`src/rtl/regfile_mp.sv`:
```
// Multi-port register file with two prioritised write ports and registered reads.
// After reset, the array is cleared one entry per cycle and busy stays high until the sweep finishes.
module regfile_mp #(
  parameter int DATA_W   = 32,
  parameter int ADDR_W   = 5,
  parameter int NUM_RD   = 2,
  parameter int ZERO_REG = 1,
  parameter int BYPASS   = 1
) (
  input  logic                     clk,
  input  logic                     rst,
  input  logic [NUM_RD-1:0]        rd_en,
  input  logic [NUM_RD*ADDR_W-1:0] rd_addr,
  output logic [NUM_RD*DATA_W-1:0] rd_data,
  input  logic                     wr0_en,
  input  logic [ADDR_W-1:0]        wr0_addr,
  input  logic [DATA_W-1:0]        wr0_data,
  input  logic                     wr1_en,
  input  logic [ADDR_W-1:0]        wr1_addr,
  input  logic [DATA_W-1:0]        wr1_data,
  output logic                     busy
);

  // state  | meaning
  // CLEAR  | sweeping zeros into the array, ports ignored
  // RUN    | normal read/write operation
  localparam int DEPTH = 2 ** ADDR_W;
  localparam logic [0:0] ST_CLEAR = 1'b0;
  localparam logic [0:0] ST_RUN   = 1'b1;

  logic [0:0]        state;
  logic [ADDR_W-1:0] ptr;
  logic [DATA_W-1:0] store [DEPTH];
  logic              run;
  logic              wr0_ok;
  logic              wr1_ok;

  assign run    = (state == ST_RUN);
  assign busy   = (state == ST_CLEAR);
  assign wr0_ok = run && !rst && wr0_en && !(ZERO_REG != 0 && wr0_addr == '0);
  assign wr1_ok = run && !rst && wr1_en && !(ZERO_REG != 0 && wr1_addr == '0);

  always_ff @(posedge clk) begin
    if (rst) begin
      state <= ST_CLEAR;
      ptr   <= '0;
    end else if (state == ST_CLEAR) begin
      ptr <= ptr + 1'b1;
      if (ptr == {ADDR_W{1'b1}})
        state <= ST_RUN;
    end
  end

  // wr1 is assigned last so it wins a same-address collision.
  always_ff @(posedge clk) begin
    if (!rst && state == ST_CLEAR) begin
      store[ptr] <= '0;
    end else begin
      if (wr0_ok)
        store[wr0_addr] <= wr0_data;
      if (wr1_ok)
        store[wr1_addr] <= wr1_data;
    end
  end

  function automatic logic [DATA_W-1:0] read_val(input logic [ADDR_W-1:0] addr);
    logic [DATA_W-1:0] val;
    val = store[addr];
    if (BYPASS != 0 && wr0_ok && wr0_addr == addr)
      val = wr0_data;
    if (BYPASS != 0 && wr1_ok && wr1_addr == addr)
      val = wr1_data;
    if (ZERO_REG != 0 && addr == '0)
      val = '0;
    return val;
  endfunction

  always_ff @(posedge clk) begin
    if (rst) begin
      rd_data <= '0;
    end else if (run) begin
      for (int k = 0; k < NUM_RD; k++) begin
        if (rd_en[k])
          rd_data[k*DATA_W +: DATA_W] <= read_val(rd_addr[k*ADDR_W +: ADDR_W]);
      end
    end
  end

endmodule

```
`config.mk`:
```
export PLATFORM = sky130hd
export DESIGN_NAME = regfile_mp
export DESIGN_NICKNAME = d
export VERILOG_FILES = /design/src/rtl/regfile_mp.sv
export SDC_FILE = /design/constraint.sdc
export NUM_CORES = 2
export LEC_CHECK = 0
export BUFFER_PORTS_ARGS = -buffer_cell sky130_fd_sc_hd__buf_2
export CELL_PAD_IN_SITES_DETAIL_PLACEMENT = 2
export CELL_PAD_IN_SITES_GLOBAL_PLACEMENT = 2
export CORE_UTILIZATION = 35
export CTS_CLUSTER_DIAMETER = 40
export DETAILED_ROUTE_END_ITERATION = 8
export PLACE_DENSITY_LB_ADDON = 0.1
export SYNTH_ARGS = -nofsm -noshare
export SYNTH_HDL_FRONTEND = slang
export SYNTH_SLANG_ARGS = --single-unit
```
`constraint.sdc`:
```
create_clock -name clk -period 6.6 [get_ports clk]
set_input_delay 1.32 -clock clk [delete_from_list [all_inputs] [get_ports clk]]
set_output_delay 1.32 -clock clk [all_outputs]
set_load 0.01 [all_outputs]
```
======== Yosys cells after proc, flatten, opt, wreduce, memory -nomap -nowiden ========
Memory sizes are Yosys's and may differ from the RTL's.
Cells that the tools add are included.
storage, ports and cells
  register bits ........................... 70
  latch bits .............................. 0
  memory bits (writable) .................. 1,024
  memory bits (read-only) ................. 0
  bits of input ports ..................... 90
  logic and storage cells ................. 51
  memories kept ........................... 1
memories
  memory  words  bits a word  rd ports  clocked after memory_dff  wr ports  line  source
  store   32     32           2         0                         2         33    logic [DATA_W-1:0] store [DEPTH];
operators by class
  $add $sub $neg .......................... 1
  $mul .................................... 0
  div/mod/pow operators ................... 0
  magnitude comparators ................... 0
  equality and inequality tests ........... 5
  shifts and indexed selects .............. 0
  mux-type cells .......................... 19
  bitwise logic cells ..................... 1
  reduce and logical (&&, ||, !) cells .... 20
operators by type and width
  kind                                                            number
  32-bit 2-to-1 mux                                               7
  32-bit OR reduction                                             1
  5-bit == test                                                   4
  5-bit logical NOT                                               4
  1-bit 2-to-1 mux                                                11
  1-bit logical AND                                               10
  5-bit by 1-bit adder with 5-bit output (second input constant)  1
  5-bit == test (second input constant)                           1
  5-bit 2-to-1 mux                                                1
  2-bit AND reduction                                             2
  1-bit logical NOT                                               3
  1-bit NOT                                                       1

======== Logic depth before layout (Yosys ltp) ========
  depth in word-level cells ............... 9
  gate-level depth with buffers ........... 10
  mapped depth without buffers ............ 7

======== Worst setup path before layout ========
No wires, ideal clock.
  path type ............................... input -> register
  start point ............................. input port wr0_addr[2]
  end point ............................... memory store[16][0] (enable)
  library setup time ...................... 0.433 ns
  arrival time ............................ 4.625 ns
  required time ........................... 6.167 ns
  slack ................................... 1.542 ns
  cell stages on the path ................. 9
  cell sequence ........................... buf_2 > or4_4 > o21a_1 > buf_6 > buf_6 > or3_1 > o31ai_2 > nand2_1 > o22ai_1
RTL lines
  what                line  source
  start: declaration  16    input logic [ADDR_W-1:0] wr0_addr,
  end: declaration    33

==> results by group <==
Setup path
  • R2r worst-path depth: 5
  • CP startpoint kind: input port
  • Crit path DAT: slightly below 5 ns
  • Critical path class: input port to flip-flop
  • Crit path max fanout: 38
  • Worst Setup End Kind: flip-flop
  • Critical path required time: ~7 ns

Finish
  • Most common cell after layout, fill and taps aside: nand2_1
  • Most frequent cells in the layout: nand2_1 (1,107), o21ai_0 (1,080), edfxtp_1 (1,024)
  • # fillers: 17.7k
  • Final #Nets: 5,460
  • Layout area overhead: 18.4%
  • FF/Latch Area: between 0.03 and 0.04 mm^2
  • Layout cells sized above 1: 0.219
  • Multi-input logic area: around 0.028 mm^2

Die
  • Die Y: 422 um
  • FP Rows: roughly 150
  • Die width: around 420 um
  • Die footprint: around 0.18 mm^2
  • Core ar.: between 0.15 and 0.2 mm^2
  • Initial core utilization: 0.354
  • Ports: 155

Logic synthesis
  • Post-synthesis async set-or-reset flop share: 0
  • Gate Count Post-Synth: approximately 5.5k
  • Prevailing post-synth register cell: edfxtp_1
  • Post-synth cell types: 53
  • Post-synth EDFFs: ~1.0k
  • Post-Syn Area: 0.0619 mm^2
  • Syn. warnings: 0
  • Synth Net Count: about 5.6k
  • Yosys reg bits: between 1k and 1.5k
  • Sequential element share of the synthesized area: 0.520
  • Mean Syn Cell Area: around 11 um^2

Timing
  • Worst-margin pin slew: approximately 1.3 ns
  • Clk_skew: about 0.03 ns
  • Relative slew slack: 0.106
  • Max Slew Vio Count: 0
  • Setup Viol. Count Final: 0
  • Fin crit period: around 4.3 ns
  • Hold Fails Final Rpt: 0
  • RSZ-0062 raised after global routing: no
  • Crit share post-route: 0.650
  • Fin Setup TNS: 0 ns
  • FMAX: approximately 0.23 GHz

Clock network
  • CTS tree: yes
  • Reg clk slew, reported paths: ~0.050 ns
  • Clock buffer depth: 3
  • CTS Hold Bufs: 0
  • Skew-Pair Late Insertion Delay: 0.85 ns
  • Root buffer cell: clkbuf_16
  • Clock sinks: 1,094
  • Postcts setup bufs: 0
  • Num CTS Buffers: 222
  • Resize count post-CTS: 0
  • H-tree Lvls: 4

Power and ir drop
  • Sequential fraction of design power: 0.362
  • Pwr per Cell Area: approximately 280 mW/mm^2
  • Max VDD drop: 246 uV
  • Tot Pwr: about 21,000 uW
  • Clock power share: 0.573
  • Sw Share: 0.244
  • Net Sw Power: between 5000 and 6000 uW
  • Pint: approximately 16,000 uW
  • Combinational share of power: 0.065
  • Leakage power total: ~0.023 uW

Global route
  • Largest net degree at the start of global routing: between 80 and 90
  • First-pass GRT wire length: between 400 and 500 mm
  • Final global-route overflow total: 0
  • Initial antenna violation count: 16
  • Total global-route track usage: 0.337
  • Vias in the first global route: between 50k and 60k

Hold path
  • Hold path cells: 2
  • Hold WC Path Type: flip-flop to flip-flop

Place
  • Hpwl dp: roughly 180 mm
  • Port Buffers: between 150 and 200
  • Routability congestion estimate: around 0.85

Detailed routing
  • Wire per inst: between 30 and 40 um
  • ANT nets after route: 0
  • 1st-iter DRT viols: approximately 5.2k
  • Via count: about 51k
  • DRC errors left: 0
  • DRT Pass-1 Iters: 6
  • DRT Wirelength: 305 mm
  • Vias per cell: 6.50

Outcome
  • Outcome: complete, no violations

Job
  • Max-Cap Viols: 0
kinds of logic (layout without fill, tap and decap cells):
kind of cell / after synthesis / after routing / synth area share
compound gates: 1641 / 1641 / 0.154
simple gates: 1326 / 1326 / 0.0855
flops: 1094 / 1094 / 0.520
mux: 712 / 712 / 0.193
buf+inv: 681 / 768 / 0.0444
xor+xnor: 23 / 23 / 0.00326
fa+ha+maj: 2 / 2 / 0.000404
other cells: 0 / 5 / 0
layer usage:
metal	global-route usage	vias up	routed length, um	part of all wire
met2	0.564	2147	148000	0.48
li1	-	20800	-	-
met1	0.432	27800	123000	0.40
met3	0.0512	587	19900	0.065
met4	0.151	8	14800	0.048
met5	0	-	64	0.00021
sequential cells by signal, summed over array words and instances, names as in the netlist:
name	flops
store	1024
ptr	5
run	1
rd_data	64
final cells by class:
cell class | instances | area share
Antenna cell | 5 | 0.000171
Timing Repair Buffer | 311 | 0.0336
Clock inverter | 166 | 0.0275
Inverter | 35 | 0.00179
Multi-Input combinational cell | 3704 | 0.379
Tap cell | 2325 | 0.0397
Clock buffer | 256 | 0.0797
Sequential cell | 1094 | 0.439
through the flow:
step	hold WS, ns	cell area (um^2)	setup slack [ns]	util	cells
6_report	0.510	73300	2.31	0.419	7896
3_5_place_dp	0.503	65400	1.52	0.374	7469
4_1_cts	0.509	73200	2.40	0.419	7891
3_3_place_gp	0.501	65400	1.55	0.374	7469
5_1_grt	0.545	73200	2.26	0.419	7892
2_1_floorplan	0.500	61900	1.54	-	5479
power by group through the flow:
stage / Clock [uW] / Sequential (uW) / Combinational [uW]
6_report: 12000 / 7560 / 1350
4_1_cts: 12100 / 7560 / 1330
3_3_place_gp: 0 / 7690 / 1320
5_1_grt: 12400 / 7560 / 1380
3_5_place_dp: 0 / 7690 / 1330
2_1_floorplan: 0 / 7680 / 764
final timing paths:
kind                            start                  endpoint  slack, ns
min          rd_data[25]$_SDFFE_PP0P_  rd_data[25]$_SDFFE_PP0P_       0.51
max reg2reg            run$_SDFF_PP0_    store[30][5]$_DFFE_PP_       2.35
max                               rst    store[30][5]$_DFFE_PP_       2.31
min reg2reg  rd_data[25]$_SDFFE_PP0P_  rd_data[25]$_SDFFE_PP0P_       0.51
worst max-delay path: stages:
cell and delay (ns):
buf_4 0.29, and3b_1 0.54, o21ai_4 0.22, o32ai_1 0.25, nand2_1 0.60, o22ai_4 1.19
buf_12 0.34
synth_stat cells, drive strengths merged (2+ instances only):
master	instances	share of area
mux4	385	0.14
nor2	46	0.0028
a2111oi	32	0.0045
dfxtp	70	0.023
o31a	30	0.0042
nor4	2	0.00020
a22o	2	0.00028
a21oi	126	0.010
o31ai	3	0.00044
o21a	2	0.00024
nand2b	6	0.00061
mux2i	327	0.053
inv	34	0.0021
nand4b	2	0.00028
a22oi	2	0.00024
edfxtp	1024	0.50
xnor2	15	0.0021
or3	2	0.00020
nor2b	4	0.00040
xor2	8	0.0011
o221ai	125	0.018
ha	2	0.00040
o21ai	1091	0.088
nand3	38	0.0031
buf	113	0.0099
nand3b	5	0.00061
or2	6	0.00061
nor3	66	0.0053
nand4	4	0.00040
a221oi	2	0.00049
clkbuf	533	0.032
nand2	1140	0.070
o22ai	155	0.016
a211o	2	0.00028
a211oi	66	0.010
Power figures use the tool's default switching activity.
